## config.mk

```make
export PLATFORM = sky130hd
export DESIGN_NAME = fxp_dot_sequencer
export DESIGN_NICKNAME = d
export VERILOG_FILES = /design/src/rtl/fxp_pkg.sv /design/src/rtl/fxp_dot_sequencer_alu.sv /design/src/rtl/fxp_dot_sequencer.sv
export SDC_FILE = /design/constraint.sdc
export NUM_CORES = 1
export LEC_CHECK = 0
export ABC_AREA = 1
export CAP_MARGIN = 5
export CORE_ASPECT_RATIO = 0.5
export CORE_MARGIN = 10
export CORE_UTILIZATION = 65
export CTS_CLUSTER_DIAMETER = 30
export DETAILED_ROUTE_END_ITERATION = 6
export HOLD_SLACK_MARGIN = 0.02
export PLACE_DENSITY = 0.95
export SYNTH_ARGS = -nofsm -noshare
export SYNTH_HDL_FRONTEND = slang
export SYNTH_SLANG_ARGS = --single-unit
```

## constraint.sdc

```tcl
create_clock -name clk -period 13.95 [get_ports clk]
set_clock_uncertainty 0.15 [all_clocks]
set_input_delay 1.395 -clock clk [delete_from_list [all_inputs] [get_ports clk]]
set_output_delay 1.395 -clock clk [all_outputs]
set_load 0.1 [all_outputs]
```

## src/rtl/fxp_pkg.sv

```systemverilog
// Shared constants, ALU opcodes, flag indices and sequencer state type for the
// fixed-point (Q7.8 sign-magnitude) datapath.
package fxp_pkg;

  localparam logic [2:0] ALU_ADD = 3'b000;
  localparam logic [2:0] ALU_MUL = 3'b010;

  localparam int unsigned FLAG_N = 3;
  localparam int unsigned FLAG_Z = 2;
  localparam int unsigned FLAG_V = 1;
  localparam int unsigned FLAG_C = 0;

  localparam logic [15:0] FXP_ZERO     = 16'h0000;
  localparam logic [15:0] FXP_NEG_ZERO = 16'h8000;

  typedef enum logic [2:0] {
    S_IDLE,
    S_READ,
    S_WAIT,
    S_MUL,
    S_ACC,
    S_DONE
  } seq_state_t;

  // Negative zero folds to positive zero so stored values have one zero encoding.
  function automatic logic [15:0] fxp_norm(input logic [15:0] x);
    return (x == FXP_NEG_ZERO) ? FXP_ZERO : x;
  endfunction

endpackage

```

## src/rtl/fxp_dot_sequencer_alu.sv

```systemverilog
// Combinational Q7.8 sign-magnitude ALU: ADD (magnitude wraps, carry to C) and
// MUL (magnitude bits [8:0] only, product >> 8). Flags are NZVC.
module fixedpointAlu
  import fxp_pkg::*;
(
  input  logic [15:0] a,
  input  logic [15:0] b,
  input  logic [2:0]  ctrl,
  output logic [15:0] result,
  output logic [3:0]  flags
);

  logic        sa;
  logic        sb;
  logic [14:0] ma;
  logic [14:0] mb;
  logic [15:0] mag_sum;

  always_comb begin
    sa      = a[15];
    sb      = b[15];
    ma      = a[14:0];
    mb      = b[14:0];
    mag_sum = {1'b0, ma} + {1'b0, mb};
    result  = '0;
    flags   = '0;
    if (ctrl == ALU_MUL) begin
      result = {sa ^ sb, 5'b0, 10'(({9'b0, a[8:0]} * {9'b0, b[8:0]}) >> 8)};
    end else if (sa == sb) begin
      result        = {sa, mag_sum[14:0]};
      flags[FLAG_C] = mag_sum[15];
      flags[FLAG_V] = mag_sum[15];
    end else if (ma > mb) begin
      result = {sa, ma - mb};
    end else begin
      // Equal magnitudes take b's sign, so +x + -x yields negative zero.
      result = {sb, mb - ma};
    end
    flags[FLAG_N] = result[15];
    flags[FLAG_Z] = (result[14:0] == '0);
  end

endmodule

```

## src/rtl/fxp_dot_sequencer.sv

```systemverilog
// Sequences one shared fixedpointAlu to form a Q7.8 sign-magnitude dot product
// over two operand memories, four cycles per element, with sticky overflow.
module fxp_dot_sequencer
  import fxp_pkg::*;
#(
  parameter int unsigned ADDR_W = 6
) (
  input  logic              clk,
  input  logic              rst,
  input  logic              start,
  input  logic [ADDR_W:0]   len,
  input  logic [ADDR_W-1:0] base_a,
  input  logic [ADDR_W-1:0] base_b,
  output logic              mem_rd_en,
  output logic [ADDR_W-1:0] mem_a_addr,
  output logic [ADDR_W-1:0] mem_b_addr,
  input  logic [15:0]       mem_a_data,
  input  logic [15:0]       mem_b_data,
  output logic              busy,
  output logic              done,
  output logic [15:0]       result,
  output logic              ovf
);

  localparam logic [ADDR_W:0] LEN_MAX = {1'b1, {ADDR_W{1'b0}}};

  seq_state_t        state;
  logic [ADDR_W:0]   len_q;
  logic [ADDR_W:0]   idx;
  logic [ADDR_W:0]   idx_next;
  logic [ADDR_W-1:0] base_a_q;
  logic [ADDR_W-1:0] base_b_q;
  logic [15:0]       op_a;
  logic [15:0]       op_b;
  logic [15:0]       prod;
  logic [15:0]       acc;

  logic [2:0]        alu_ctrl;
  logic [15:0]       alu_a;
  logic [15:0]       alu_b;
  logic [15:0]       alu_result;
  logic [3:0]        alu_flags;

  assign idx_next = idx + 1'b1;

  // Outside MUL/ACC the ALU sees ADD 0+0 so its outputs stay static.
  always_comb begin
    alu_ctrl = ALU_ADD;
    alu_a    = '0;
    alu_b    = '0;
    case (state)
      S_MUL: begin
        alu_ctrl = ALU_MUL;
        alu_a    = op_a;
        alu_b    = op_b;
      end
      S_ACC: begin
        alu_a = acc;
        alu_b = prod;
      end
      default: ;
    endcase
  end

  fixedpointAlu alu (
    .a      (alu_a),
    .b      (alu_b),
    .ctrl   (alu_ctrl),
    .result (alu_result),
    .flags  (alu_flags)
  );

  always_ff @(posedge clk or posedge rst) begin
    if (rst) begin
      state      <= S_IDLE;
      len_q      <= '0;
      idx        <= '0;
      base_a_q   <= '0;
      base_b_q   <= '0;
      op_a       <= '0;
      op_b       <= '0;
      prod       <= '0;
      acc        <= '0;
      mem_rd_en  <= 1'b0;
      mem_a_addr <= '0;
      mem_b_addr <= '0;
      busy       <= 1'b0;
      done       <= 1'b0;
      result     <= '0;
      ovf        <= 1'b0;
    end else begin
      mem_rd_en <= 1'b0;
      done      <= 1'b0;
      case (state)
        S_IDLE: begin
          if (start) begin
            acc  <= '0;
            ovf  <= 1'b0;
            busy <= 1'b1;
            if (len == '0) begin
              state  <= S_DONE;
              done   <= 1'b1;
              result <= FXP_ZERO;
            end else begin
              state      <= S_READ;
              len_q      <= (len > LEN_MAX) ? LEN_MAX : len;
              base_a_q   <= base_a;
              base_b_q   <= base_b;
              idx        <= '0;
              mem_rd_en  <= 1'b1;
              mem_a_addr <= base_a;
              mem_b_addr <= base_b;
            end
          end
        end
        S_READ: state <= S_WAIT;
        S_WAIT: begin
          op_a  <= mem_a_data;
          op_b  <= mem_b_data;
          state <= S_MUL;
        end
        S_MUL: begin
          prod  <= fxp_norm(alu_result);
          state <= S_ACC;
        end
        S_ACC: begin
          acc <= fxp_norm(alu_result);
          ovf <= ovf | alu_flags[FLAG_C];
          idx <= idx_next;
          if (idx == len_q - 1'b1) begin
            state  <= S_DONE;
            done   <= 1'b1;
            result <= fxp_norm(alu_result);
          end else begin
            state      <= S_READ;
            mem_rd_en  <= 1'b1;
            mem_a_addr <= base_a_q + idx_next[ADDR_W-1:0];
            mem_b_addr <= base_b_q + idx_next[ADDR_W-1:0];
          end
        end
        default: begin
          state <= S_IDLE;
          busy  <= 1'b0;
        end
      endcase
    end
  end

endmodule

```

# Yosys cells after proc, flatten, opt, wreduce, memory -nomap -nowiden
# Cells that the tools add are included.
[word_totals] ff_bits=125 latchBits=0 ramBits=0 romBits=0 input_bits=54 output_inout_bits=32 word_cells=96 n_memories=0
[op_classes] addsub=7 multipliers=1 n_div=0 n_lt_le_gt_ge=2 n_eq_ne=13 shift=0 muxes=43 bitwise_logic=4 reduce_logical=10
[op_table] op="$mux W16" n=8
[op_table] op="$pmux W16 S2" n=4
[op_table] op="$mux W6" n=6
[op_table] op="$sub A15 B15 Y15" n=2
[op_table] op="$pmux W6 S2" n=2
[op_table] op="$mux W7" n=3
[op_table] op="$mul A9 B9 Y18" n=1
[op_table] op="$add A15 B15 Y16" n=1
[op_table] op="$eq A16 B16 Y1 const B" n=1
[op_table] op="$gt A15 B15 Y1" n=1
[op_table] op="$pmux W3 S5" n=1
[op_table] op="$pmux W7 S2" n=1
[op_table] op="$add A6 B6 Y6" n=2
[op_table] op="$mux W1" n=10
[op_table] op="$ne A2 B2 Y1 const B" n=5
[op_table] op="$mux W3" n=3
[op_table] op="$pmux W1 S2" n=4
[op_table] op="$reduce_and A4 Y1" n=2
[op_table] op="$add A7 B1 Y7 const B" n=1
[op_table] op="$eq A7 B7 Y1" n=1
[op_table] op="$gt A7 B7 Y1 const B" n=1
[op_table] op="$logic_not A7 Y1" n=1
[op_table] op="$sub A7 B1 Y7 const B" n=1
[op_table] op="$eq A3 B2 Y1 const B" n=2
[op_table] op="13 further kinds" n=16

# Longest topological paths before layout
[logic_depth] depth_word=10 ltp_mapped=32 ltp_nobuf=30

# By module
# From an unflattened synthesis, not the netlist that was laid out.
[unflattened] hier_cells=1690 hier_area_um2=11933.9
[by_module_without_submodules] mod="fxp_dot_sequencer" n_inst=1 cells_per_inst=727 area_each_um2=6209.7 seq_area_each_um2=3128.0
[by_module_without_submodules] mod="fixedpointAlu" n_inst=1 cells_per_inst=963 area_each_um2=5724.2 seq_area_each_um2=0.0

# Worst setup path before layout
# No wires, ideal clock.
[synth_path] path_type="register to register" startpoint="reg state[2]" endpoint="reg prod[15]" setup_ns=0.128 arrival_time_ns=5.492 required_ns=13.672 slack_ns=8.180 stages_incl_launch_ff=30 path_buffers=3 synth_period_minus_slack_ns=5.770 path_cell_list="dfrtp_1 buf_4 inv_1 nand3_4 clkbuf_1 clkbuf_1 o22ai_1 ha_1 inv_1 fa_1 fa_1 fa_1 fa_1 inv_1 ha_1 nand2_1 nor2_1 nand3_1 inv_1 nand4_1 nand2_1 nand2_1 nand3_1 nand2_1 nor2_1 nand2_1 nor2_1 nand2_1 nand3_1 o21ai_1"
[synth_between] elab_chain_len=8 word_cells_on_any_way=18 classes_between="3 x add/sub; 1 x mul; 1 x order compare; 5 x eq/ne; 7 x mux; 1 x bitwise"
[synth_lines] element="start, declared" line="fxp_dot_sequencer.sv:27" rtl="seq_state_t state;"
[synth_lines] element="start signal, assigned" line="fxp_dot_sequencer.sv:75" rtl="state <= S_IDLE;"
[synth_lines] element="start signal, assigned" line="fxp_dot_sequencer.sv:101" rtl="state <= S_DONE;"
[synth_lines] element="start signal, assigned" line="fxp_dot_sequencer.sv:105" rtl="state <= S_READ;"
[synth_lines] element="parallel branches: the longest is 8 deep, another holds $mul A9 B9 Y18"
[synth_lines] element="end signal, assigned" line="fxp_dot_sequencer.sv:123" rtl="prod <= fxp_norm(alu_result);"
[synth_lines] element="end, declared" line="fxp_dot_sequencer.sv:35" rtl="logic [15:0] prod;"
# Several ways; the timed one is not identified.
# A chain may end at the register's enable or synchronous reset.

# Worst setup path after layout
# Ends and elaborated chain as after synthesis.

==> impl_results.md <==
* Synth Flop Type: dfrtp_1
* Syn Inst Count at 1,615
* Hold Vio Cnt, Final at 0
* Synth Register Bits at 125
* WL final at 34,670 um
* Largest net degree at the start of global routing at 71
* CTS tree: built
* Post-synth cell types at 46
* Startpoint types: flop
* Grt total ovfl at 0
* N_diodes at 0
* Initial antenna violation count at 0
* Crit path kind: flop to flop
* Cts-stage hold buffer count at 0
* P&R area growth vs syn at 13.97%
* IO buf count at 85
* Tightest hold margin at 336.4 ps
* Yosys warnings at 0
* Die Wd at 207.5 um
* Max clock buf depth at 2
* CP Max Fanout at 53
* Largest cells by area after synthesis: dfrtp_1 (27%), nand2_1 (15%), ha_1 (9.9%)
* ANT nets after route at 0
* Post-synthesis cell area at 11,420 um2
* PostCTS Resize Cnt at 0
* Vias per std cell at 5.895
* Site row count at 34
* Syn nets at 1,813
* 1st-iter DRT viols at 1,426
* Core area at 17,310 um2
* Max Clock Freq at 133.4 MHz
* Delay-heaviest family, CP: adder cells
* I/O pins at 86
* Vias in the first global route at 11,026
* GPL Wtd Cong at 1.017
* Post-synth EDFFs at 0
* Setup-failing EPs final at 0
* Die Height at 113.7 um
* CP Buf/Inv Count at 3
* DR DRC count at 9
* Clock Latency Late Sink at 430 ps
* Final nets at 1,877
* Sequential area share after synthesis at 0.2739
* DP HPWL at 24,070 um
* Non-filler cells, final at 1,926
* Starting density of the core at 0.6597
* Critical Path Slowest Stage Cell: o22ai_1
* Fin crit period at 7497 ps
* Worst path arrival time at 7620 ps
* Max_slew headroom at 0.1687
* Multi-input logic area at 6915 um2
* Full die area at 23,600 um2
* DR WL/cell at 18.00 um
* Clock-pin slew on the worst setup and hold paths at 60 ps
* RSZ-0062 raised after global routing: false
* Worst setup slack after layout at 6453 ps
* CTS Sinks at 125
* Critical path's most frequent cell: fa_1
* Layout fillers at 1,151
* Routed vias at 11,353
* Share of cells above drive strength 1 at 0.05083
* Setup TNS at 0 ps
* Worst-margin pin slew at 1247 ps
* Post-synthesis average cell area at 7.073 um2
* Failing checks: design-rule violations
* Worst slack, placed at 6885 ps
* Setup Buffers After CTS at 0
* Clock root cell: clkbuf_16
* Tcrit/Tclk final at 0.5374
* First drt pass iteration count at 7
* Post-placement cell count at 1,894
* First-pass GRT wire length at 56,080 um
* Max-cap violations at 0
* Final Max Slew Viols at 0
* FF/Latch Area at 3128 um2
* Cell Chain, Critical Path: inv_1 > nand3_4 > o22ai_1 > ha_1 > inv_1 > fa_1 > fa_1 > fa_1 > fa_1 > inv_1 > ha_1 > a21oi_1 > o21ai_0 > a21oi_1 > nand3b_1 > nand3_1 > nand2_1 > nor2_1 > nand2_1 > nor2_1 > nand2_1 > nand3_1 > o21ai_1
* CTS H-tree lvls at 4
* Post-synth ARST share at 1.000
* GR Util All Layers at 0.2887
* Critical Path End Type: flop
* Worst min path class: flop to flop
* Yosys top cell by area: dfrtp_1
* Worst EP required at 14,080 ps
* Top cell type's share of synthesized area at 0.2739
* Crit path largest cell delay at 1190 ps
* Num CTS Buffers at 17
* Status: complete, but fails checks
## metrics by stage
stage                     cell area [um2]  utilization
after global routing                13020       0.7518
final                               13020       0.7518
after floorplan                     11420            -
after global placement              12410       0.7165
after CTS                           13020       0.7518
after detailed placement            12410       0.7165
## kinds of logic (layout without fill, tap and decap cells)
logic type / count (synthesis) / count (layout) / synth area share
and+or+nand+nor: 721 / 721 / 0.2640
xor gates and xnor gates: 40 / 40 / 0.03133
muxes: 4 / 4 / 0.003943
buffers and inverters: 352 / 429 / 0.1209
adders and majority gates: 144 / 144 / 0.1932
AOI/OAI and AO/OA: 229 / 229 / 0.1127
DFF: 125 / 125 / 0.2739
## worst paths after layout
check	startpoint	end	slack, ps	cells past startpoint
max	state[2]	prod[15]	6450	23
min	base_a_q[3]	base_a_q[3]	340	2
max reg2reg	state[2]	prod[15]	6450	23
min reg2reg	base_a_q[3]	base_a_q[3]	340	2
max in group asynchronous	rst	op_a[4]	11010	3
min in group asynchronous	rst	mem_rd_en	1280	2
## worst min-delay path: cells and delay by family (launching register included)
kind | cells | cell delay, ps
flops | 1 | 350
simple gates | 2 | 110
## state kept, by name, indices dropped and copies added (netlist names), 7 cells and up
name / flops
op_b: 16
len_q: 7
idx: 7
acc: 16
result: 16
op_a: 16
prod: 16
## synthesized netlist by cell type (5+ instances only)
cell type,n
a21oi_1,86
a31oi_1,14
buf_2,12
buf_4,10
clkbuf_1,26
dfrtp_1,125
fa_1,54
ha_1,90
inv_1,294
inv_2,5
nand2_1,462
nand2_2,6
nand3_1,90
nand4_1,24
nor2_1,98
nor2_2,7
nor3_1,11
o21ai_0,73
o21ai_1,6
o21bai_1,8
o22ai_1,28
or2_2,8
xnor2_1,7
xor2_1,32
## area by class of cell
type,count,area share
repair buffers,97,0.07228
well taps,234,0.02249
flip-flops and latches,125,0.2403
multi-input cells,1138,0.5312
inverters,300,0.08670
clock buffers,21,0.03691
clock inverters,11,0.01009
## layer usage
metal | vias to the layer above | wire [um] | global-route usage
li1 | 5178 | - | -
met1 | 5188 | 13030 | 0.3476
met2 | 806 | 16180 | 0.4873
met3 | 179 | 3855 | 0.07231
met4 | 2 | 1591 | 0.1261
met5 | - | 11 | 0
## cells in the final DEF, fill, tap and decap left out, types with 6 or more instances in the layout
master and instances:
o21ai_0 73, o21bai_1 8, a31oi_1 14, dfrtp_1 125, xnor2_1 7, nand3_1 90, inv_1 293, or2_2 8
ha_1 90, nor2_2 7, o21ai_1 6, a21oi_1 86, fa_1 54, buf_4 12, xor2_1 32, clkbuf_16 17
nor3_1 11, o22ai_1 28, nand2_1 461, clkdlybuf4s50_1 85, nand4_1 24, nand2_2 7, nor2_1 98
Power is not shown: default switching activity piles up to over one toggle a cycle in this logic, so the estimate is an artifact.
